[src/rtl/mem_arb_pkg.sv]
// Shared constants and helpers for the N-port memory-bus arbiter.
// Imported by the pick logic and the arbiter top.
package mem_arb_pkg;

    localparam int ARB_FIXED = 0;
    localparam int ARB_RR    = 1;

    // Low bit of port idx's field inside a packed per-port bus
    function automatic int slice_lo(input int idx, input int w);
        return idx * w;
    endfunction

endpackage

[src/rtl/mem_arb_n_arb_pick.sv]
// Winner selection: request minus exclude mask, searched either
// round-robin from ptr+1 or from port 0 upward (fixed priority).
module arb_pick
    import mem_arb_pkg::*;
#(
    parameter int NPORTS = 2,
    parameter int RR     = ARB_RR,
    parameter int PW     = $clog2(NPORTS)
) (
    input  logic [NPORTS-1:0] i_req,
    input  logic [NPORTS-1:0] i_excl,
    input  logic [PW-1:0]     i_ptr,
    output logic [NPORTS-1:0] o_win,
    output logic [PW-1:0]     o_idx,
    output logic              o_any
);

    logic [NPORTS-1:0] w_cand;
    logic [PW-1:0]     w_idx;

    assign w_cand = i_req & ~i_excl;

    // First candidate in search order wins; later hits are ignored
    always_comb begin
        o_win = '0;
        o_idx = '0;
        o_any = 1'b0;
        w_idx = '0;
        for (int k = 0; k < NPORTS; k++) begin
            if (RR == ARB_RR) begin
                w_idx = PW'((int'(i_ptr) + 1 + k) % NPORTS);
            end else begin
                w_idx = PW'(k);
            end
            if (!o_any && w_cand[w_idx]) begin
                o_any        = 1'b1;
                o_win[w_idx] = 1'b1;
                o_idx        = w_idx;
            end
        end
    end

endmodule

[src/rtl/mem_arb_n.sv]
// N-port valid/ready memory-bus arbiter with back-to-back handoff
// and an optional watchdog that aborts transfers the slave ignores.
module mem_arb_n
    import mem_arb_pkg::*;
#(
    parameter int NPORTS  = 2,
    parameter int ADDR_W  = 32,
    parameter int DATA_W  = 32,
    parameter int RR      = ARB_RR,
    parameter int TIMEOUT = 0
) (
    input  logic                         clk,
    input  logic                         rst,
    input  logic [NPORTS-1:0]            port_valid,
    output logic [NPORTS-1:0]            port_ready,
    output logic [NPORTS-1:0]            port_err,
    input  logic [NPORTS*ADDR_W-1:0]     port_addr,
    input  logic [NPORTS*DATA_W-1:0]     port_wdata,
    input  logic [NPORTS*(DATA_W/8)-1:0] port_wstrb,
    output logic [DATA_W-1:0]            port_rdata,
    output logic                         mem_valid,
    input  logic                         mem_ready,
    input  logic [DATA_W-1:0]            mem_rdata,
    output logic [ADDR_W-1:0]            mem_addr,
    output logic [DATA_W-1:0]            mem_wdata,
    output logic [(DATA_W/8)-1:0]        mem_wstrb,
    output logic [NPORTS-1:0]            grant
);

    localparam int SW = DATA_W / 8;
    localparam int PW = $clog2(NPORTS);
    localparam int CW = (TIMEOUT > 0) ? $clog2(TIMEOUT + 1) : 1;

    localparam logic [CW-1:0] CNT_LAST = CW'((TIMEOUT > 0) ? TIMEOUT - 1 : 0);
    localparam logic [CW-1:0] CNT_MAX  = CW'(TIMEOUT);

    localparam logic [0:0] ST_IDLE = 1'b0;
    localparam logic [0:0] ST_BUSY = 1'b1;

    logic [0:0]        r_state;
    logic [NPORTS-1:0] r_grant;
    logic [PW-1:0]     r_gidx;
    logic [PW-1:0]     r_ptr;
    logic [CW-1:0]     r_cnt;

    logic              w_busy;
    logic              w_done;
    logic              w_tout;
    logic              w_end;
    logic [NPORTS-1:0] w_excl;
    logic [NPORTS-1:0] w_win;
    logic [PW-1:0]     w_widx;
    logic              w_any;

    logic [ADDR_W-1:0] w_addr_p [NPORTS];
    logic [DATA_W-1:0] w_data_p [NPORTS];
    logic [SW-1:0]     w_strb_p [NPORTS];

    assign w_busy = (r_state == ST_BUSY);
    assign w_done = w_busy && mem_ready;
    // A late mem_ready on the last allowed cycle still completes normally
    assign w_tout = (TIMEOUT > 0) && w_busy && !mem_ready
                    && (r_cnt == CNT_LAST);
    assign w_end  = w_done || w_tout;

    // The finishing port may not win the very next slot
    assign w_excl = w_busy ? r_grant : '0;

    arb_pick #(
        .NPORTS (NPORTS),
        .RR     (RR),
        .PW     (PW)
    ) u_pick (
        .i_req  (port_valid),
        .i_excl (w_excl),
        .i_ptr  (r_ptr),
        .o_win  (w_win),
        .o_idx  (w_widx),
        .o_any  (w_any)
    );

    genvar g;
    for (g = 0; g < NPORTS; g++) begin : g_slice
        assign w_addr_p[g] = port_addr[slice_lo(g, ADDR_W) +: ADDR_W];
        assign w_data_p[g] = port_wdata[slice_lo(g, DATA_W) +: DATA_W];
        assign w_strb_p[g] = port_wstrb[slice_lo(g, SW) +: SW];
    end

    assign mem_valid  = w_busy;
    assign mem_addr   = w_addr_p[r_gidx];
    assign mem_wdata  = w_data_p[r_gidx];
    assign mem_wstrb  = w_strb_p[r_gidx];
    assign grant      = r_grant;
    assign port_rdata = mem_rdata;
    assign port_ready = r_grant & {NPORTS{mem_ready}};
    assign port_err   = r_grant & {NPORTS{w_tout}};

    // Grant, pointer and watchdog update; grant only moves at transfer end
    always_ff @(posedge clk) begin
        if (rst) begin
            r_state <= ST_IDLE;
            r_grant <= '0;
            r_gidx  <= '0;
            r_ptr   <= PW'(NPORTS - 1);
            r_cnt   <= '0;
        end else if (!w_busy || w_end) begin
            if (w_any) begin
                r_state <= ST_BUSY;
                r_grant <= w_win;
                r_gidx  <= w_widx;
                r_cnt   <= '0;
                if (RR == ARB_RR) begin
                    r_ptr <= w_widx;
                end
            end else begin
                r_state <= ST_IDLE;
                r_grant <= '0;
                r_cnt   <= '0;
            end
        end else if (r_cnt != CNT_MAX) begin
            r_cnt <= r_cnt + CW'(1);
        end
    end

endmodule
[config.mk]
export PLATFORM = sky130hd
export DESIGN_NAME = mem_arb_n
export DESIGN_NICKNAME = d
export VERILOG_FILES = /design/src/rtl/mem_arb_pkg.sv /design/src/rtl/mem_arb_n_arb_pick.sv /design/src/rtl/mem_arb_n.sv
export SDC_FILE = /design/constraint.sdc
export NUM_CORES = 1
export LEC_CHECK = 0
export CAP_MARGIN = 15
export CORE_AREA = 2 2 110 112
export CTS_CLUSTER_DIAMETER = 40
export DETAILED_ROUTE_END_ITERATION = 8
export DIE_AREA = 0 0 112 114
export HOLD_SLACK_MARGIN = 0.1
export REMOVE_ABC_BUFFERS = 1
export SLEW_MARGIN = 20
export SYNTH_ARGS = -nofsm -noshare
export SYNTH_HDL_FRONTEND = slang
export SYNTH_SLANG_ARGS = --single-unit
export TNS_END_PERCENT = 10
[constraint.sdc]
create_clock -name clk -period 2.75 [get_ports clk]
set_input_delay 0.55 -clock clk [delete_from_list [all_inputs] [get_ports clk]]
set_output_delay 0.55 -clock clk [all_outputs]
set_load 0.1 [all_outputs]
# Word level (Yosys, flattened, before mapping)

Index checks and enable logic that the tools add are counted.
W data, S select, Z words.

Mux-type cells: 26
Bitwise gates (word level): 5
Magnitude comparators: 5
Add/sub/neg operators: 2
Reductions and logical operators: 8

Operators with widths:

| kind                  | number |
|---|---|
| $mux W32              | 6 |
| $mux W4               | 3 |
| $mux W1               | 11 |
| $mux W2               | 4 |
| $and A2 B2 Y2         | 2 |
| $logic_and A1 B1 Y1   | 4 |
| $lt A1 B2 Y1 const B  | 2 |
| $add A1 B1 Y1 const B | 2 |
| $demux W1 S1          | 2 |
| $ge A1 B1 Y1 const B  | 2 |
| $ge A2 B2 Y1 const B  | 1 |
| $logic_not A1 Y1      | 2 |
| $not A1 Y2            | 1 |
| $not A2 Y2            | 1 |
| $or A2 B2 Y2          | 1 |
| $reduce_and A2 Y1     | 1 |
| $logic_or A1 B1 Y1    | 1 |

Bits of input ports: 173
Output and inout bits: 107
Logic and storage cells: 50
Register bits after elaboration: 5

# Logic depth before layout (Yosys ltp)

Word-level depth: 10
Gate-level depth with buffers: 4
Gate-level depth less buffers: 3

# By module

A second synthesis with hierarchy kept.

Cells, all modules: 141
Area, all modules: 1373.8 sq um

By module, submodules not included:

| module    | cells an instance | sequential area each (sq um) | area each (sq um) | instances |
|---|---|---|---|---|
| mem_arb_n | 135               | 100.1                        | 1322.5            | 1 |
| arb_pick  | 6                 | 0.0                          | 51.3              | 1 |

# Least setup slack after synthesis

Ideal clock, no wire load.

Path type: reg-to-output
Start: register r_grant[0] (netlist: grant[0])
End: output port port_ready[0]
Arrival time: 1.864 ns
Data required time: 2.200 ns
Slack: 0.336 ns
Stages on the path, launching flop included: 2
Cells stage by stage: dfxtp_1 and2_1

Longest elaborated chain between the ends: 1

Ends and longest elaborated chain:

| element                | RTL line         | RTL |
|---|---|---|
| start, declared        | mem_arb_n.sv:41  | `logic [NPORTS-1:0] r_grant;` |
| start signal, assigned | mem_arb_n.sv:109 | `r_grant <= w_win;` |
| $and A2 B2 Y2          | mem_arb_n.sv:95  | `assign port_ready = r_grant & {NPORTS{mem_ready}};` |
| end, declared          | mem_arb_n.sv:15  | `output logic [NPORTS-1:0] port_ready,` |

Every way passes these cells.

# Worst setup path in the final report

Start: register r_gidx
End: output port mem_addr[26]

Longest elaborated chain between the ends: 4

Ends and longest elaborated chain:

| element                                     | RTL line         | RTL |
|---|---|---|
| start, declared                             | mem_arb_n.sv:42  | `logic [PW-1:0] r_gidx;` |
| start signal, assigned                      | mem_arb_n.sv:110 | `r_gidx <= w_widx;` |
| $not A1 Y2 (implied by the code)            | mem_arb_n.sv:90  | `assign mem_addr = w_addr_p[r_gidx];` |
| $mux W32 (implied by the code) (3 in a row) | mem_arb_n.sv:90  |  |
| end, declared                               | mem_arb_n.sv:24  | `output logic [ADDR_W-1:0] mem_addr,` |

Every way passes these cells. The select of a mux whose other input is x is not followed.

==> metrics <==
TritonRoute pass-1 iters 4; FFs w/ async S/R, synth 0; Final setup viols 0; CP Buf/Inv Count 2; CP max-delay cell mux2_2; Seq/Total Area, Yosys 0.0721; Final period util 0.778; worst setup path category register to primary output; Max Cap Viol 0; IO Count 280; setup_tns 0 ps; crit-path cells buf_4 > mux2_2 > buf_12; GPL Wtd Cong roughly 0.82; row cnt 40; Routed WL 7980 um; placed cell area 0.00412 mm^2; Gate Count Post-Synth 141; yosys warns 0; CTS resizes 0; #FFs+latches synth 5; GRT overflow 0; port bufs approximately 210; count leader, synth mux2_2; CTS max path bufs 2; DR vias 1,834; Routed Antenna Nets 0; Final Instance Area between 0.004 and 0.005 mm^2; Final Util 0.358; total track usage 0.114; Final min period around 2100 ps; Clock Latency Late Sink around 230 ps; unrepaired setup endpoints after global routing false; Synth area leaders mux2_2 47%, buf_4 18%, mux2_4 11%; die height roughly 110 um; crit-path max FO 26; Hold Buf Count CTS 0; HPWL after DPL 7130 um; RR Endpoint r_ptr; largest net degree at the start of global routing 40; vias in the first global route 1,967; CP arrival between 1500 and 2000 ps; DR vias/cell 3.94; Hold EP grant[0]; Setup Skew between 1 and 1.5 ps; global-route wire length before repair 11,100 um; top_reg_cell synth dfxtp_1; dominant cell type by area after synthesis mux2_2; CP Data Required Time ~2200 ps; number of hold violations in the final report 0; leakage between 1.5 and 2 nW; ANT cells 0; TritonCTS buffer count 3; Worst Hold Depth 2; Reg2Reg Depth 3; Die X 112 um; Setup crit end kind primary output; layout cells sized above 1 0.467; DRT iter0 DRCs 84; initial antenna violation count 0; delay-heaviest family, CP buffers and inverters; synth cell count leaders 58 x mux2_2, 34 x buf_4, 10 x mux2_4; Post-synth EDFFs 0; hold path startpoint grant[0]; cell area after synthesis approximately 0.0014 mm^2; PD cells approximately 450 mW/mm^2; Max IR drop VDD around 340 uV; Core Footprint about 0.012 mm^2; drt wl/cell 17.1 um; clock sink count 5; CP max stage delay around 420 ps; post-layout net count approximately 490; initial core utilization 0.119; Distinct cells, synth 21; Clock transition at path regs roughly 30 ps; setup bufs post-CTS 0; Final Power ~1.9 mW; Area growth syn-to-layout 202%; R2R Path Start mem_valid; CTS root buf clkbuf_16; share of the synthesized area in the top cell type 0.470; die area between 0.01 and 0.015 mm^2; Slew Viols, Final 0; Worst setup SP type register; fmax between 400 and 500 MHz; # H-tree levels 1; Mean Syn Cell Area ~9.8 um^2; DR DRC count 0; CTS tree yes; status finished clean; worst min path class register to register; register-to-register setup slack approximately 1700 ps
-- worst max-delay path by stage --
| stage | startpoint | cells after the start | slack (ps) | to |
|---|---|---|---|---|
| 2_1_floorplan | r_gidx | 1 | -470 | mem_addr[0] |
| 3_3_place_gp | mem_ready | 3 | 740 | port_ready[0] |
| 3_5_place_dp | mem_ready | 3 | 720 | port_ready[1] |
| 4_1_cts | r_gidx | 3 | 580 | mem_wdata[1] |
| 5_1_grt | r_gidx | 3 | 540 | mem_wdata[1] |
| 6_report | r_gidx | 3 | 610 | mem_addr[26] |
-- placed cells by master (no fill, tap or decap), drive strengths merged --
cell type        n
mux2            68
nand2b           2
a311o            1
o21ai            1
nor2b            5
a32o             2
a21oi            4
a221oi           1
dfxtp            5
and2             2
clkdlybuf4s50  140
a21boi           1
buf             75
clkbuf           4
nand2            1
o211ai           1
inv              2
a21bo            1
conb             2
o21bai           1
-- flip-flops by register name, summed over array words and instances (netlist names) --
signal     flops
r_gidx         1
mem_valid      1
r_ptr          1
grant          2
-- kinds of logic (layout without fill, tap and decap cells) --
group                  Yosys count  count (layout)  synth area share
AOI/OAI and AO/OA               13              13            0.0721
buffers and inverters           44             221             0.232
DFF                              5               5            0.0721
muxes                           68              68             0.578
other                            1               2           0.00270
and+or+nand+nor                 10              10            0.0432
-- tightest hold or removal path: stages (launching register included) --
cell and delay (ps):
dfxtp_1 340, nand2_1 70, a21oi_1 60
-- through the flow --
stage | hold slack (ps) | setup WS (ps) | std cells
after floorplan | 514 | -471 | 100
after global placement | 518 | 743 | 462
after detailed placement | 517 | 716 | 462
after CTS | 522 | 576 | 466
after global routing | 544 | 540 | 466
final | 519 | 610 | 466
-- layer usage --
layer,share of wire,up-vias,GRT usage
met4,0.0058,2,0.0146
met5,0.0055,-,0.0235
met1,0.37,840,0.131
li1,-,824,-
met2,0.48,160,0.181
met3,0.15,8,0.0749
-- final cells by class --
type / instances / area, um^2
Sequential cell: 5 / 104
Timing Repair Buffer: 215 / 2850
Clock buffer: 4 / 78.8
Inverter: 2 / 7.51
Multi-Input combinational cell: 93 / 971
Tap cell: 147 / 184
Fill cell: 1152 / 7510
-- report_power, final --
part	switching [mW]	total, mW	internal [mW]
clock network	0.0477	0.240	0.192
logic	0.910	1.55	0.640
registers	0.00987	0.0890	0.0791
total	0.967	1.88	0.911
No activity file was read; power rests on OpenSTA's default activity.
